$ cat src/rtl/picomips_ctrl_fsm.sv
// picoMIPS multi-cycle control unit: opcode decode, multiply stall,
// synchronised branch switch and optional flag-based branches.
module picomips_ctrl_fsm #(
    parameter int OP_W        = 6,
    parameter int MUL_LAT     = 1,
    parameter int SYNC_STAGES = 2,
    parameter int FLAG_BR     = 0
) (
    input  logic            clk,
    input  logic            reset,
    input  logic [OP_W-1:0] opcode,
    input  logic [3:0]      flags,
    input  logic            Bcond,
    input  logic            Bstus,
    input  logic            hold,
    output logic            PCincr,
    output logic            PCabsbranch,
    output logic            PCrelbranch,
    output logic [2:0]      ALUfunc,
    output logic            imm,
    output logic            fetch,
    output logic            show,
    output logic            w,
    output logic            busy,
    output logic            illegal
);

    localparam logic [OP_W-1:0] OP_NOP  = OP_W'(6'h00);
    localparam logic [OP_W-1:0] OP_ADD  = OP_W'(6'h01);
    localparam logic [OP_W-1:0] OP_ADDI = OP_W'(6'h02);
    localparam logic [OP_W-1:0] OP_ADDF = OP_W'(6'h03);
    localparam logic [OP_W-1:0] OP_SUB  = OP_W'(6'h04);
    localparam logic [OP_W-1:0] OP_SUBI = OP_W'(6'h05);
    localparam logic [OP_W-1:0] OP_MUL  = OP_W'(6'h06);
    localparam logic [OP_W-1:0] OP_MULI = OP_W'(6'h07);
    localparam logic [OP_W-1:0] OP_SHOW = OP_W'(6'h08);
    localparam logic [OP_W-1:0] OP_BAT  = OP_W'(6'h09);
    localparam logic [OP_W-1:0] OP_BEQ  = OP_W'(6'h0A);
    localparam logic [OP_W-1:0] OP_BNE  = OP_W'(6'h0B);
    localparam logic [OP_W-1:0] OP_BGE  = OP_W'(6'h0C);
    localparam logic [OP_W-1:0] OP_BLT  = OP_W'(6'h0D);

    localparam logic [2:0] RNOP = 3'd0;
    localparam logic [2:0] RADD = 3'd1;
    localparam logic [2:0] RSUB = 3'd2;
    localparam logic [2:0] RMUL = 3'd3;

    localparam int CNT_W = 4;

    typedef enum logic {
        EXEC,
        MWAIT
    } state_t;

    state_t                 state_q, state_d;
    logic [CNT_W-1:0]       cnt_q, cnt_d;
    logic                   mimm_q, mimm_d;
    logic [SYNC_STAGES-1:0] sync_q, sync_d;

    logic bstus_s;
    logic flag_n, flag_z, flag_c;
    logic br_take;
    logic unused_flag_v;

    assign bstus_s       = sync_q[SYNC_STAGES-1];
    assign flag_n        = flags[3];
    assign flag_z        = flags[2];
    assign flag_c        = flags[1];
    assign unused_flag_v = flags[0];
    assign PCabsbranch   = 1'b0;

    // Next-state and control decode for the current cycle
    always_comb begin
        state_d = state_q;
        cnt_d   = cnt_q;
        mimm_d  = mimm_q;
        sync_d[0] = Bstus;
        for (int i = 1; i < SYNC_STAGES; i++) begin
            sync_d[i] = sync_q[i-1];
        end
        PCincr      = 1'b0;
        PCrelbranch = 1'b0;
        ALUfunc     = RNOP;
        imm         = 1'b0;
        fetch       = 1'b0;
        show        = 1'b0;
        w           = 1'b0;
        busy        = 1'b0;
        illegal     = 1'b0;
        br_take     = 1'b0;

        if (reset) begin
            state_d = EXEC;
        end else if (state_q == MWAIT) begin
            ALUfunc = RMUL;
            imm     = mimm_q;
            busy    = 1'b1;
            if (!hold) begin
                if (cnt_q == CNT_W'(1)) begin
                    w       = 1'b1;
                    PCincr  = 1'b1;
                    busy    = 1'b0;
                    state_d = EXEC;
                    cnt_d   = '0;
                end else begin
                    cnt_d = cnt_q - CNT_W'(1);
                end
            end
        end else begin
            PCincr = 1'b1;
            unique case (opcode)
                OP_NOP: ;
                OP_ADD: begin
                    w       = 1'b1;
                    ALUfunc = RADD;
                end
                OP_ADDI: begin
                    w       = 1'b1;
                    imm     = 1'b1;
                    ALUfunc = RADD;
                end
                OP_ADDF: begin
                    w       = 1'b1;
                    imm     = 1'b1;
                    fetch   = 1'b1;
                    ALUfunc = RADD;
                end
                OP_SUB: begin
                    w       = 1'b1;
                    ALUfunc = RSUB;
                end
                OP_SUBI: begin
                    w       = 1'b1;
                    imm     = 1'b1;
                    ALUfunc = RSUB;
                end
                OP_SHOW: begin
                    show    = 1'b1;
                    ALUfunc = RADD;
                end
                OP_MUL, OP_MULI: begin
                    ALUfunc = RMUL;
                    imm     = (opcode == OP_MULI);
                    if (MUL_LAT == 1) begin
                        w = 1'b1;
                    end else begin
                        PCincr  = 1'b0;
                        busy    = 1'b1;
                        state_d = MWAIT;
                        cnt_d   = CNT_W'(MUL_LAT - 1);
                        mimm_d  = (opcode == OP_MULI);
                    end
                end
                OP_BAT: br_take = (bstus_s == Bcond);
                OP_BEQ: begin
                    if (FLAG_BR != 0) br_take = flag_z;
                    else              illegal = 1'b1;
                end
                OP_BNE: begin
                    if (FLAG_BR != 0) br_take = !flag_z;
                    else              illegal = 1'b1;
                end
                OP_BGE: begin
                    if (FLAG_BR != 0) br_take = !flag_n;
                    else              illegal = 1'b1;
                end
                OP_BLT: begin
                    if (FLAG_BR != 0) br_take = flag_c;
                    else              illegal = 1'b1;
                end
                default: illegal = 1'b1;
            endcase

            if (br_take) begin
                PCincr      = 1'b0;
                PCrelbranch = 1'b1;
            end

            // A held instruction must not retire or start a multiply
            if (hold) begin
                PCincr      = 1'b0;
                PCrelbranch = 1'b0;
                w           = 1'b0;
                show        = 1'b0;
                state_d     = state_q;
                cnt_d       = cnt_q;
                mimm_d      = mimm_q;
            end
        end
    end

    // State, multiply counter and branch-switch synchroniser
    always_ff @(posedge clk) begin
        if (reset) begin
            state_q <= EXEC;
            cnt_q   <= '0;
            mimm_q  <= 1'b0;
            sync_q  <= '0;
        end else begin
            state_q <= state_d;
            cnt_q   <= cnt_d;
            mimm_q  <= mimm_d;
            sync_q  <= sync_d;
        end
    end

endmodule

$ cat config.mk
export PLATFORM = sky130hd
export DESIGN_NAME = picomips_ctrl_fsm
export DESIGN_NICKNAME = d
export VERILOG_FILES = /design/src/rtl/picomips_ctrl_fsm.sv
export SDC_FILE = /design/constraint.sdc
export NUM_CORES = 1
export LEC_CHECK = 0
export CORE_UTILIZATION = 33
export CTS_CLUSTER_DIAMETER = 150
export CTS_CLUSTER_SIZE = 10
export DETAILED_ROUTE_END_ITERATION = 16
export PLACE_DENSITY_LB_ADDON = 0.12
export SKIP_CTS_REPAIR_TIMING = 1
export SYNTH_ARGS = -nofsm -noshare
export SYNTH_HDL_FRONTEND = slang
export SYNTH_SLANG_ARGS = --single-unit
$ cat constraint.sdc
create_clock -name clk -period 1.5 [get_ports clk]
set_input_delay 0.15 -clock clk [delete_from_list [all_inputs] [get_ports clk]]
set_output_delay 0.15 -clock clk [all_outputs]
set_load 0.02 [all_outputs]
==> results.tsv <==
stage	metric	value	unit
timing	unrepaired setup endpoints after global routing	true	
setup_path	Crit path max-delay family	simple AND/OR/NAND/NOR gates	
clock_network	CTS tree	done	
synth	post-synthesis register bit count	7	
clock_network	CTS buffer count	3	
final_layout	most common cell after layout, fill and taps aside	buf_4	
synth	XOR/XNOR Fraction of Synth Area	0.01728	
grt	vias in the first global route	495	
timing	final hold violation count	0	
final_layout	Filler cells	105	
route	Final ANT Viol Nets	0	
synth	mux share of post-synthesis cell area	0.01975	
timing	fin crit share	1.244	
setup_path	WP buf/inv	2	
grt	global-route wire length before repair	2.173	mm
setup_path	critical path peak fanout	3	
synth	largest family of logic cells by synthesized area	simple AND/OR/NAND/NOR gates	
pwr	Tot Pwr	499.0	uW
setup_path	CP required	1.35	ns
pwr	Peak VDD IR	494.8	uV
final_layout	layout net count	130	
route	final WL	1.699	mm
route	residual DRC count	0	
worst_hold_path	Worst Hold End	sync_q[1]	
setup_path	CP endpoint kind	primary output	
route	1st-pass router iterations	4	
die	Ports	27	
synth	Avg Synthesized Cell Area	7.796	um2
timing	Final setup viols	6	
die	row count	13	
clock_network	clk sinks	7	
route	routed via count	659	
final_layout	P&R area growth vs syn	103.2	%
grt	initial antenna violation count	0	
setup_path	Critical R2R Capture	cnt_q[2]	
grt	total gr overflow	0	
die	Die W	41.19	um
synth	simple-gate share of the synthesized area	0.3778	
route	Vias/cell	5.189	
final_layout	n_diodes	0	
route	DR iter-0 viols	23	
setup_path	worst r2r path cells	6	
clock_network	H-tree levels	1	
timing	FMAX	535.8	MHz
pwr	Leak	0.4657	nW
setup_path	r2r startpoint	cnt_q[0]	
grt	largest net degree at the start of global routing	15	
die	die height	41.19	um
status	failing checks	negative setup slack	
setup_path	crit path DAT	1.72	ns
worst_hold_path	Hold Crit Class	flip-flop to flip-flop	
setup_path	reg2reg setup slack	0.10	ns
status	status	finished, violations left	
timing	WHS	0.4467	ns
synth	register area share after synthesis	0.2765	
clock_network	Bufs on Longest Clock Path	2	
grt	GR Util All Layers	0.2138	
pwr	Pwr Density	484.6	nW/um2
timing	Final Critical Period	1.867	ns
synth	Syn Std Cell Area	506.7	um2
placement	IO buf count	20	
die	die footprint	1696	um2
placement	Final GP Congestion	0.7186	
die	core box area	1366	um2
timing	Slew Limit Fails	0	
run	Max-Cap Viols	0	
synth	Adder-Cell Fraction of Synth Area	0.04938	
timing	clock skew	0.005690	ns
timing	Final Worst Setup Slack	-0.3665	ns
setup_path	CP cell instances	inv_2 > ha_4 > or3b_4 > a2111oi_4 > buf_4	
clock_network	clk_lat worst skew	0.27	ns
setup_path	Slowest-stage cell, CP	or3b_4	
route	routed len/inst	13.38	um
setup_path	CP peak stage delay	0.39	ns
placement	Placed Area	945.9	um2
clock_network	CTS root buf	clkbuf_4	
synth	post-synth cell types	31	
final_layout	most frequent cells in the layout	buf_4, buf_6, dfxtp_1	
die	Starting Density	0.3709	
synth	Post-Synthesis Cells	65	
setup_path	Crit Path Class	flip-flop to primary output	
setup_path	critical path launch point type	flip-flop	
worst_hold_path	Worst Hold Depth	1	
placement	hpwl dp	1.189	mm
clock_network	clock-pin slew on the worst setup and hold paths	0.05	ns
worst_hold_path	hold path start	sync_q[0]	
synth	Synth Area in Compound Gates	0.1778	
synth	synth warn	0	
final_layout	layout cells sized above 1	0.5357	
final_layout	Core Util, Final	0.7537	
final_layout	Finished Cell Area	1030	um2
Yosys cell counts:
| master | number | area share |
|---|---|---|
| inv_1 | 4 | 0.030 |
| clkbuf_1 | 2 | 0.015 |
| or3_2 | 1 | 0.015 |
| a2111oi_0 | 1 | 0.017 |
| nor3_2 | 1 | 0.020 |
| nor2_1 | 5 | 0.037 |
| or3b_2 | 1 | 0.017 |
| buf_4 | 2 | 0.030 |
| or4_1 | 1 | 0.015 |
| conb_1 | 1 | 0.0074 |
| nor3_1 | 4 | 0.040 |
| mux2i_1 | 1 | 0.020 |
| nand2b_1 | 2 | 0.025 |
| or4_4 | 1 | 0.022 |
| nor2b_1 | 3 | 0.037 |
| xor2_1 | 1 | 0.017 |
| nor4_1 | 3 | 0.037 |
| a211oi_1 | 3 | 0.044 |
| nand3_1 | 2 | 0.020 |
| a31oi_1 | 1 | 0.012 |
| or4b_4 | 1 | 0.027 |
| o41ai_1 | 1 | 0.017 |
| and2b_2 | 1 | 0.017 |
| or3_1 | 1 | 0.012 |
| ha_1 | 2 | 0.049 |
| a21oi_1 | 4 | 0.040 |
| dfxtp_1 | 7 | 0.28 |
| o311ai_0 | 1 | 0.017 |
| o21ai_0 | 3 | 0.030 |
| nor3b_1 | 1 | 0.015 |
| nand2_1 | 3 | 0.022 |
how the worst max path moves through the flow:
stage                     startpoint  cells after the start  slack [ns]          end
after floorplan            opcode[2]                      3       -0.06  PCrelbranch
after global placement     opcode[2]                      5       -1.01  PCrelbranch
after detailed placement   opcode[2]                      5       -1.05  PCrelbranch
after CTS                  opcode[2]                      5       -1.06  PCrelbranch
after global routing        cnt_q[1]                      5       -0.43       PCincr
final                       cnt_q[1]                      5       -0.37       PCincr
worst register-to-register path: cells and delay by family, from the launching register on:
kind / cells / cell delay, ns
adder cells (fa/ha/maj): 1 / 0.14
AND/OR/NAND/NOR: 1 / 0.49
AO/OA/AOI/OAI: 1 / 0.12
flip-flops: 1 / 0.33
buffers and inverters: 3 / 0.26
layer usage:
metal,track usage,part of all wire
met2,0.2969,0.47
met5,0,0
met1,0.2677,0.45
met4,0.1210,0.020
met3,0.09783,0.062
layout make-up:
type                            instances  area, um2  area share
Tap cell                               15      18.77     0.01823
Sequential cell                         7      142.6      0.1385
Timing Repair Buffer                   46      387.9      0.3767
Clock buffer                            4      26.28     0.02552
Multi-Input combinational cell         51      439.2      0.4265
Inverter                                4      15.01     0.01458
per-stage QoR:
| stage | setup slack (ns) | TNS, ns | cells |
|---|---|---|---|
| floorplan | -0.06264 | -0.1516 | 66 |
| global placement | -1.014 | -7.092 | 121 |
| detailed placement | -1.048 | -7.185 | 121 |
| CTS | -1.057 | -7.557 | 125 |
| global route | -0.4307 | -1.770 | 127 |
| finish | -0.3665 | -1.445 | 127 |
state kept, by name, indices dropped and copies added, names as in the netlist:
register  count
state_q       1
sync_q        2
cnt_q         4
kinds of logic (layout without fill, tap and decap cells):
logic type	count (synthesis)	after routing
AND/OR/NAND/NOR	31	31
AO/OA/AOI/OAI	14	14
buffers and inverters	8	54
flip-flops	7	7
adder cells (fa/ha/maj)	2	2
other	1	2
XOR/XNOR	1	1
multiplexers	1	1
where the power goes:
part	switching [mW]	internal [mW]	leakage (nW)	total [mW]
logic	0.0625	0.0675	0.393	0.130
clock network	0.0777	0.102	0.0150	0.180
registers	0.000710	0.189	0.0578	0.189
total	0.141	0.358	0.466	0.499
(Power assumes the default switching activity.)
